--- src/rtl/spi_arb_pkg.sv ---
// Shared types and constants for the SPI engine arbiter.
package spi_arb_pkg;

  typedef enum logic [1:0] {IDLE, ISSUE, WAIT, RETIRE} state_t;

  typedef enum logic {OWN_INERT, OWN_A2D} owner_t;

  localparam logic [15:0] TMO_RESP = 16'hFFFF;

endpackage

--- src/rtl/spi_req_buf.sv ---
// One-deep command buffer for a single requester of the shared SPI engine.
module spi_req_buf (
  input  logic        clk,
  input  logic        rst,
  input  logic        req,
  input  logic [15:0] new_cmd,
  input  logic        in_flight,
  input  logic        grant,
  output logic        pend,
  output logic [15:0] held_cmd,
  output logic        drop
);

  // A command already queued or on the engine must not be overwritten.
  assign drop = req && (pend || in_flight);

  always_ff @(posedge clk) begin
    if (rst) begin
      pend     <= 1'b0;
      held_cmd <= 16'h0000;
    end else if (req && !drop) begin
      pend     <= 1'b1;
      held_cmd <= new_cmd;
    end else if (grant) begin
      pend <= 1'b0;
    end
  end

endmodule

--- src/rtl/spi_arb.sv ---
// Shares one SPI transaction engine between the inertial and A2D interfaces,
// inertial first, with A2D protected from starvation after STARVE_LIM grants.
module spi_arb
  import spi_arb_pkg::*;
#(
  parameter int unsigned STARVE_LIM = 3,
  parameter int unsigned TMO_CYC    = 4096
) (
  input  logic        clk,
  input  logic        rst,
  input  logic        inert_req,
  input  logic [15:0] inert_cmd,
  output logic        inert_done,
  output logic [15:0] inert_resp,
  input  logic        a2d_req,
  input  logic [15:0] a2d_cmd,
  output logic        a2d_done,
  output logic [15:0] a2d_resp,
  output logic        wrt,
  output logic [15:0] cmd,
  input  logic        spi_done,
  input  logic [15:0] rd_data,
  output logic        owner,
  output logic        busy,
  output logic        ovr,
  output logic        tmo
);

  localparam int unsigned SW = (STARVE_LIM > 0) ? $clog2(STARVE_LIM + 1) : 1;
  localparam int unsigned TW = (TMO_CYC > 1) ? $clog2(TMO_CYC) : 1;
  localparam logic [SW-1:0] STARVE_MAX = SW'(STARVE_LIM);
  localparam logic [TW-1:0] TMO_LAST   = TW'(TMO_CYC - 1);

  state_t        state_q;
  owner_t        owner_q;
  logic [SW-1:0] starve_q;
  logic [TW-1:0] tmo_cnt_q;
  logic [15:0]   cmd_q, inert_resp_q, a2d_resp_q;
  logic          wrt_q, busy_q, inert_done_q, a2d_done_q, ovr_q, tmo_q;

  logic          inert_pend, a2d_pend, inert_drop, a2d_drop;
  logic [15:0]   inert_held, a2d_held;
  logic          grant_inert, grant_a2d, starve_full;

  assign starve_full = (starve_q == STARVE_MAX);
  assign grant_a2d   = (state_q == IDLE) && a2d_pend && (!inert_pend || starve_full);
  assign grant_inert = (state_q == IDLE) && inert_pend && !(a2d_pend && starve_full);

  spi_req_buf u_inert_buf (
    .clk       (clk),
    .rst       (rst),
    .req       (inert_req),
    .new_cmd   (inert_cmd),
    .in_flight (busy_q && (owner_q == OWN_INERT)),
    .grant     (grant_inert),
    .pend      (inert_pend),
    .held_cmd  (inert_held),
    .drop      (inert_drop)
  );

  spi_req_buf u_a2d_buf (
    .clk       (clk),
    .rst       (rst),
    .req       (a2d_req),
    .new_cmd   (a2d_cmd),
    .in_flight (busy_q && (owner_q == OWN_A2D)),
    .grant     (grant_a2d),
    .pend      (a2d_pend),
    .held_cmd  (a2d_held),
    .drop      (a2d_drop)
  );

  always_ff @(posedge clk) begin
    if (rst) begin
      state_q      <= IDLE;
      owner_q      <= OWN_INERT;
      starve_q     <= '0;
      tmo_cnt_q    <= '0;
      cmd_q        <= 16'h0000;
      inert_resp_q <= 16'h0000;
      a2d_resp_q   <= 16'h0000;
      wrt_q        <= 1'b0;
      busy_q       <= 1'b0;
      inert_done_q <= 1'b0;
      a2d_done_q   <= 1'b0;
      ovr_q        <= 1'b0;
      tmo_q        <= 1'b0;
    end else begin
      wrt_q        <= 1'b0;
      inert_done_q <= 1'b0;
      a2d_done_q   <= 1'b0;
      tmo_q        <= 1'b0;
      ovr_q        <= inert_drop || a2d_drop;
      case (state_q)
        IDLE: begin
          if (grant_inert) begin
            owner_q <= OWN_INERT;
            cmd_q   <= inert_held;
            wrt_q   <= 1'b1;
            busy_q  <= 1'b1;
            state_q <= ISSUE;
            if (a2d_pend && !starve_full) starve_q <= starve_q + 1'b1;
          end else if (grant_a2d) begin
            owner_q  <= OWN_A2D;
            cmd_q    <= a2d_held;
            wrt_q    <= 1'b1;
            busy_q   <= 1'b1;
            state_q  <= ISSUE;
            starve_q <= '0;
          end
        end
        ISSUE: begin
          tmo_cnt_q <= '0;
          state_q   <= WAIT;
        end
        WAIT: begin
          if (spi_done || (tmo_cnt_q == TMO_LAST)) begin
            if (owner_q == OWN_A2D) begin
              a2d_resp_q <= spi_done ? rd_data : TMO_RESP;
              a2d_done_q <= 1'b1;
            end else begin
              inert_resp_q <= spi_done ? rd_data : TMO_RESP;
              inert_done_q <= 1'b1;
            end
            tmo_q   <= !spi_done;
            busy_q  <= 1'b0;
            state_q <= RETIRE;
          end else begin
            tmo_cnt_q <= tmo_cnt_q + 1'b1;
          end
        end
        RETIRE:  state_q <= IDLE;
        default: state_q <= IDLE;
      endcase
    end
  end

  assign inert_done = inert_done_q;
  assign inert_resp = inert_resp_q;
  assign a2d_done   = a2d_done_q;
  assign a2d_resp   = a2d_resp_q;
  assign wrt        = wrt_q;
  assign cmd        = cmd_q;
  assign owner      = owner_q;
  assign busy       = busy_q;
  assign ovr        = ovr_q;
  assign tmo        = tmo_q;

endmodule

--- config.mk ---
export PLATFORM = sky130hd
export DESIGN_NAME = spi_arb
export DESIGN_NICKNAME = d
export VERILOG_FILES = /design/src/rtl/spi_arb_pkg.sv /design/src/rtl/spi_req_buf.sv /design/src/rtl/spi_arb.sv
export SDC_FILE = /design/constraint.sdc
export NUM_CORES = 1
export LEC_CHECK = 0
export ABC_AREA = 1
export CORE_ASPECT_RATIO = 1.2
export CORE_MARGIN = 4
export CORE_UTILIZATION = 41
export CTS_BUF_LIST = sky130_fd_sc_hd__clkbuf_16
export CTS_CLUSTER_SIZE = 14
export DETAILED_ROUTE_END_ITERATION = 6
export PLACE_DENSITY = 0.72
export SLEW_MARGIN = 5
export SYNTH_ARGS = -nofsm -noshare
export SYNTH_HDL_FRONTEND = slang
export SYNTH_SLANG_ARGS = --single-unit
--- constraint.sdc ---
create_clock -name clk -period 1.9 [get_ports clk]
set_input_delay 0.19 -clock clk [delete_from_list [all_inputs] [get_ports clk]]
set_output_delay 0.19 -clock clk [all_outputs]
set_load 0.005 [all_outputs]
==> flow_metrics.py, run 1 <==
metrics = {
    "outcome": {
        "outcome": "complete, no violations",
    },
    "place": {
        "dp_hpwl_um": 7997,
        "numPortBuffers": 107,
        "place_area_mm2": 0.005773,
        "place.gp.congestion": 0.8488,
        "place_ws_ns": 0.2238,
    },
    "grt": {
        "grt_max_degree": 49,
        "grt.total_usage": 0.1762,
        "antenna_found_initial": 0,
        "grt_pass1_vias": 3966,
        "grt_pass1_wl_um": 18580,
        "gr-total-overflow": 0,
    },
    "synthesis": {
        "ys_types": 31,
        "ys_ff_latch": 105,
        "syn-cell-area_mm2": 0.004573,
        "yosysWarnings": 0,
        "syn_avg_cell_area_um2": 7.546,
        "synth_fp_nets": 665,
        "dominantRegCellSynth": "dfxtp_1",
        "synth_edf_count": 0,
        "synth_cells": 606,
        "async_flop_share": 0,
        "yosysSeqAreaShare": 0.4596,
    },
    "setup_path": {
        "startpoint_type": "register",
        "critical_path_arrival_ns": 1.98,
        "crit_path_start": "state_q[0]",
        "worstSetupEndpointType": "register",
        "crit_fanout": 17,
        "required_ns": 2.19,
        "r2r_start": "state_q[0]",
        "path_class": "reg2reg",
    },
    "cts": {
        "htree_levels": 3,
        "cts_made_buffers": 9,
        "post-cts-setup-buffers": 0,
        "cts_root_buf": "clkbuf_16",
        "cts_buffer_depth": 2,
        "clkTransAtPathRegs_ns": 0.07,
        "tritoncts": "yes",
        "hold_buffers": 0,
        "clock-sinks": 105,
        "clock_latency_ns": 0.35,
    },
    "routing": {
        "dr_wl_met2_um": 5403,
        "drt-total-wl_um": 11240,
        "ant_nets": 0,
        "vias": 4165,
        "met1_length_um": 4859,
        "wire_per_inst_um": 13.37,
        "drcViolationCount": 0,
        "highest_layer": "met4",
        "drt_pass1_iterations": 5,
        "via_per_inst": 4.952,
        "route.met3.wl_um": 786,
        "drt_iter0_drc": 184,
    },
    "sta": {
        "fin_crit_ns": 1.688,
        "fin_ws_ns": 0.2118,
        "finalMaxSlewViolations": 0,
        "period_share": 0.8885,
        "hold-worst-slack_ns": 0.4473,
        "relSlewSlack": 0.7374,
        "worst_slew_pin_slew_ns": 0.3939,
        "max_freq_mhz": 592.3,
        "rsz0062_at_grt": "no",
        "setup_viol": 0,
        "hold_viol": 0,
        "finClkSkew_ns": 0.01096,
        "tns_ns": 0,
    },
    "floorplan": {
        "start_util": 0.4164,
        "dieHeight_um": 123.7,
        "dieWidth_um": 104.4,
        "ios": 108,
        "rows": 42,
        "die_area_mm2": 0.01291,
        "core_region_area_mm2": 0.01098,
    },
    "finish": {
        "n_fill_cell": 1012,
        "multiInputGateArea_mm2": 0.001878,
        "finalNetCount": 763,
        "regArea_mm2": 0.002102,
        "postLayoutCellArea_mm2": 0.006081,
        "drive_gt1_frac": 0.09168,
        "final_cell_mix": "nand2_1, inv_1, clkdlybuf4s50_1",
        "mostFrequentLayoutCell": "nand2_1",
        "diodes": 0,
        "area_delta_synth_final_pct": 32.97,
    },
    "job": {
        "max_cap_viol_count": 0,
    },
    "power_and_ir_drop": {
        "p_leak_nw": 2.442,
        "cellPowerDensity_mw_per_mm2": 1008,
        "vdd_ir_drop_max_v": 0.0006294,
    },
    "worst_hold_path": {
        "holdCritStartpoint": "inert_resp[5]",
        "hold_class": "reg2reg",
    },
}
==> sequential cells by signal, summed over array words and instances (netlist names), 2 cells and up <==
name / count
tmo_cnt_q: 12
starve_q: 2
cmd: 16
u_a2d_buf.held_cmd: 16
inert_resp: 16
u_inert_buf.held_cmd: 16
a2d_resp: 16
state_q: 2
==> worst paths after layout <==
check | end | slack (ns) | depth (start not counted)
setup reg to reg | cmd[15] | 0.21 | 12
hold / removal | inert_resp[5] | 0.45 | 2
setup / recovery | cmd[15] | 0.21 | 12
hold reg to reg | inert_resp[5] | 0.45 | 2
==> synth_stat cells, types with 2 or more instances <==
cell type,number,share of area
nor2_2,4,0.0055
o221ai_1,16,0.031
inv_1,111,0.091
nand3_1,18,0.020
nand2_1,113,0.093
nor2_1,23,0.019
inv_2,3,0.0025
nand2_4,2,0.0049
nand4_1,36,0.049
buf_6,2,0.0049
xnor2_1,2,0.0038
ha_1,6,0.016
o21ai_0,35,0.038
nand2_2,2,0.0027
dfxtp_1,105,0.46
clkbuf_1,21,0.017
buf_1,2,0.0016
a21oi_2,18,0.034
o21ai_1,3,0.0033
a21oi_1,64,0.070
nor3_1,2,0.0022
buf_2,9,0.0098
==> timing repair <==
item | in CTS | in global routing
resized for setup | 0 | 1
setup endpoints to repair | 0 | 2
endpoints found under the hold margin | 0 | 0
==> cell families (layout without fill, tap and decap cells) <==
group / after synthesis / after routing / share of synthesized area
simple gates: 204 / 204 / 0.2049
compound gates: 139 / 139 / 0.1855
fa+ha+maj: 6 / 6 / 0.01642
buf+inv: 150 / 253 / 0.1297
flops: 105 / 105 / 0.4596
xor+xnor: 2 / 2 / 0.003831
==> cell type report <==
cell class / instances / area share
well taps: 132 / 0.02716
flip-flops and latches: 105 / 0.3457
multi-input cells: 351 / 0.3088
repair buffers: 122 / 0.1973
inverters: 115 / 0.07099
clock buffers: 9 / 0.03704
clock inverters: 7 / 0.01296
==> report_power, final <==
part	switching (mW)	leakage (nW)	total (mW)	internal (mW)
clock network	0.839	0.151	1.88	1.04
logic	0.927	1.43	1.64	0.709
registers	0.140	0.857	2.62	2.48
==> metal layers <==
layer  track usage  up-vias
met5             0        -
met4       0.07149        0
met3       0.04873       14
met2        0.2977      111
met1        0.2138     1882
li1              -     2158
==> through the flow <==
stage                     power, mW  std cells    util
after floorplan               3.618        606       -
after global placement        4.261        825  0.5256
after detailed placement      4.298        825  0.5256
after CTS                     6.183        841  0.5533
after global routing          6.517        841  0.5537
final                         6.132        841  0.5537
==> worst max-delay path, stage by stage (launching register included) <==
cell	delay, ns
dfxtp_1	0.36
inv_1	0.09
ha_1	0.24
nand2_1	0.13
inv_1	0.10
o21ai_4	0.08
nand2_2	0.08
inv_2	0.07
buf_6	0.18
nand2_1	0.08
o221ai_1	0.08
nand2_1	0.08
inv_1	0.07
Power figures use the tool's default switching activity.
==> inputs of run 2 (changes only) <==
--- a/config.mk
+++ b/config.mk
@@ -13,7 +13,7 @@
 export CTS_CLUSTER_SIZE = 14
 export DETAILED_ROUTE_END_ITERATION = 6
 export PLACE_DENSITY = 0.72
-export SLEW_MARGIN = 5
+export SLEW_MARGIN = 40
 export SYNTH_ARGS = -nofsm -noshare
 export SYNTH_HDL_FRONTEND = slang
 export SYNTH_SLANG_ARGS = --single-unit
==> results of run 2 <==
The final DEF is identical to that of run 1; final timing and power are the same.
==> inputs of run 3 (changes only) <==
--- a/config.mk
+++ b/config.mk
@@ -6,13 +6,15 @@
 export NUM_CORES = 1
 export LEC_CHECK = 0
 export ABC_AREA = 1
+export CELL_PAD_IN_SITES_DETAIL_PLACEMENT = 0
+export CELL_PAD_IN_SITES_GLOBAL_PLACEMENT = 1
 export CORE_ASPECT_RATIO = 1.2
 export CORE_MARGIN = 4
-export CORE_UTILIZATION = 41
+export CORE_UTILIZATION = 36
 export CTS_BUF_LIST = sky130_fd_sc_hd__clkbuf_16
 export CTS_CLUSTER_SIZE = 14
 export DETAILED_ROUTE_END_ITERATION = 6
-export PLACE_DENSITY = 0.72
+export PLACE_DENSITY = 0.84
 export SLEW_MARGIN = 40
 export SYNTH_ARGS = -nofsm -noshare
 export SYNTH_HDL_FRONTEND = slang
==> run 3 against run 2 <==
  * Via count about the same
  * Worst hold slack improved by 0.0024 ns
  * Clock-buffer cell count stayed put
  * Largest cell class unchanged
  * Die area is 13% higher
  * Maximum frequency is essentially flat
  * Global-route usage down 1.7 points
  * Critical path depth is 4 lower
  * Register-to-register slack barely moved
==> flow_metrics.py, run 3 (synthesis gave the netlist of run 1 again) <==
metrics = {
    "cts": {
        "clock-sinks": 105,
        "cts_buffer_depth": 2,
        "clock_latency_ns": 0.35,
        "htree_levels": 3,
        "post-cts-setup-buffers": 0,
        "hold_buffers": 0,
        "cts-resized-gates": 0,
        "cts_root_buf": "clkbuf_16",
        "clkTransAtPathRegs_ns": 0.07,
        "cts_made_buffers": 9,
        "tritoncts": "yes",
    },
    "floorplan": {
        "ios": 108,
        "start_util": 0.3725,
        "dieWidth_um": 110.9,
        "rows": 44,
        "die_area_mm2": 0.01458,
        "dieHeight_um": 131.5,
        "core_region_area_mm2": 0.01228,
    },
    "finish": {
        "finalNetCount": 762,
        "mostFrequentLayoutCell": "inv_1",
        "fin_cells": 869,
        "drive_gt1_frac": 0.09040,
        "area_delta_synth_final_pct": 33.43,
        "n_fill_cell": 1209,
        "final_cell_mix": "inv_1, nand2_1, clkdlybuf4s50_1",
        "diodes": 0,
        "postLayoutCellArea_mm2": 0.006102,
    },
    "sta": {
        "relSlewSlack": 0.7224,
        "period_share": 0.8886,
        "finalMaxSlewViolations": 0,
        "setup_viol": 0,
        "hold-worst-slack_ns": 0.4497,
        "tns_ns": 0,
        "max_freq_mhz": 592.3,
        "worst_slew_pin_slew_ns": 0.4164,
        "finClkSkew_ns": 0.009278,
        "rsz0062_at_grt": "no",
        "fin_crit_ns": 1.688,
        "hold_viol": 0,
    },
    "grt": {
        "grt_pass1_vias": 4182,
        "grt_pass1_wl_um": 19690,
        "gr-total-overflow": 0,
        "grt_max_degree": 49,
        "antenna_found_initial": 0,
        "grt.total_usage": 0.1590,
    },
    "setup_path": {
        "crit_family": "simple AND/OR/NAND/NOR gates",
        "cp_num_buf_inv": 1,
        "cp_common_cell": "nand3_1",
        "critical_path_arrival_ns": 1.96,
        "path_class": "reg2reg",
        "ff2ff_setup_slack_ns": 0.21,
        "worstSetupEndpointType": "register",
        "startpoint_type": "register",
        "crit_chain": "ha_1, nand2_1, nor2_2, nand3_4, nand3_1, buf_4, nand3_1, a21oi_1",
        "crit_fanout": 7,
        "cpMaxStageDelayCell": "dfxtp_1",
        "cp_slowest_stage_delay_ns": 0.40,
        "required_ns": 2.18,
    },
    "routing": {
        "drcViolationCount": 0,
        "via_per_inst": 4.795,
        "drt_pass1_iterations": 4,
        "drt_iter0_drc": 158,
        "vias": 4167,
        "wire_per_inst_um": 13.38,
        "ant_nets": 0,
        "drt-total-wl_um": 11620,
    },
    "place": {
        "place_area_mm2": 0.005802,
        "dp_hpwl_um": 8391,
        "dp.cells": 853,
        "numPortBuffers": 107,
        "place.gp.congestion": 0.8386,
    },
    "outcome": {
        "outcome": "complete, no violations",
    },
    "power_and_ir_drop": {
        "p_leak_nw": 2.431,
        "finalPower_mw": 6.144,
        "vdd_ir_drop_max_v": 0.0004352,
        "cellPowerDensity_mw_per_mm2": 1007,
    },
    "worst_hold_path": {
        "hold_class": "reg2reg",
    },
    "job": {
        "max_cap_viol_count": 0,
    },
}
## run 3: where the power goes
| part | switching (mW) | internal, mW | total, mW | leakage, nW |
|---|---|---|---|---|
| clock network | 0.841 | 1.02 | 1.87 | 0.146 |
| logic | 0.947 | 0.713 | 1.66 | 1.43 |
| registers | 0.139 | 2.48 | 2.62 | 0.857 |
| total | 1.93 | 4.22 | 6.14 | 2.43 |
## run 3: worst min-delay path, delay by kind of cell, from the launching register on
family,cells,cell delay (ns)
compound gates,1,0.05
buf+inv,1,0.05
flops,1,0.31
## run 3: layout make-up
cell class	count	area [µm²]	area share
sequential	105	2102	0.3445
multi-input combinational	351	1881	0.3082
timing repair buffer	121	1189	0.1948
inverter	115	431.7	0.07074
clock buffer	9	225.2	0.03691
tap	161	201.4	0.03301
clock inverter	7	72.57	0.01189
## run 3: per-stage QoR
stage / util / setup slack [ns]
2_1_floorplan: - / 0.3658
3_3_place_gp: 0.4726 / 0.2911
5_1_grt: 0.4970 / 0.02225
3_5_place_dp: 0.4726 / 0.1860
6_report: 0.4970 / 0.2117
4_1_cts: 0.4968 / 0.1697
## run 3: worst paths after layout
check | from | to | cells past startpoint
hold reg to reg | inert_resp[0] | inert_resp[0] | 2
setup / recovery | tmo_cnt_q[0] | tmo_cnt_q[10] | 8
setup reg to reg | tmo_cnt_q[0] | tmo_cnt_q[10] | 8
hold / removal | inert_resp[0] | inert_resp[0] | 2
## run 3: per-layer routing
metal,track usage,up-vias,wire (µm)
li1,-,2152,-
met1,0.2037,1881,5396
met2,0.2625,124,5345
met3,0.04554,10,773
met4,0.04381,0,108
met5,0,-,0
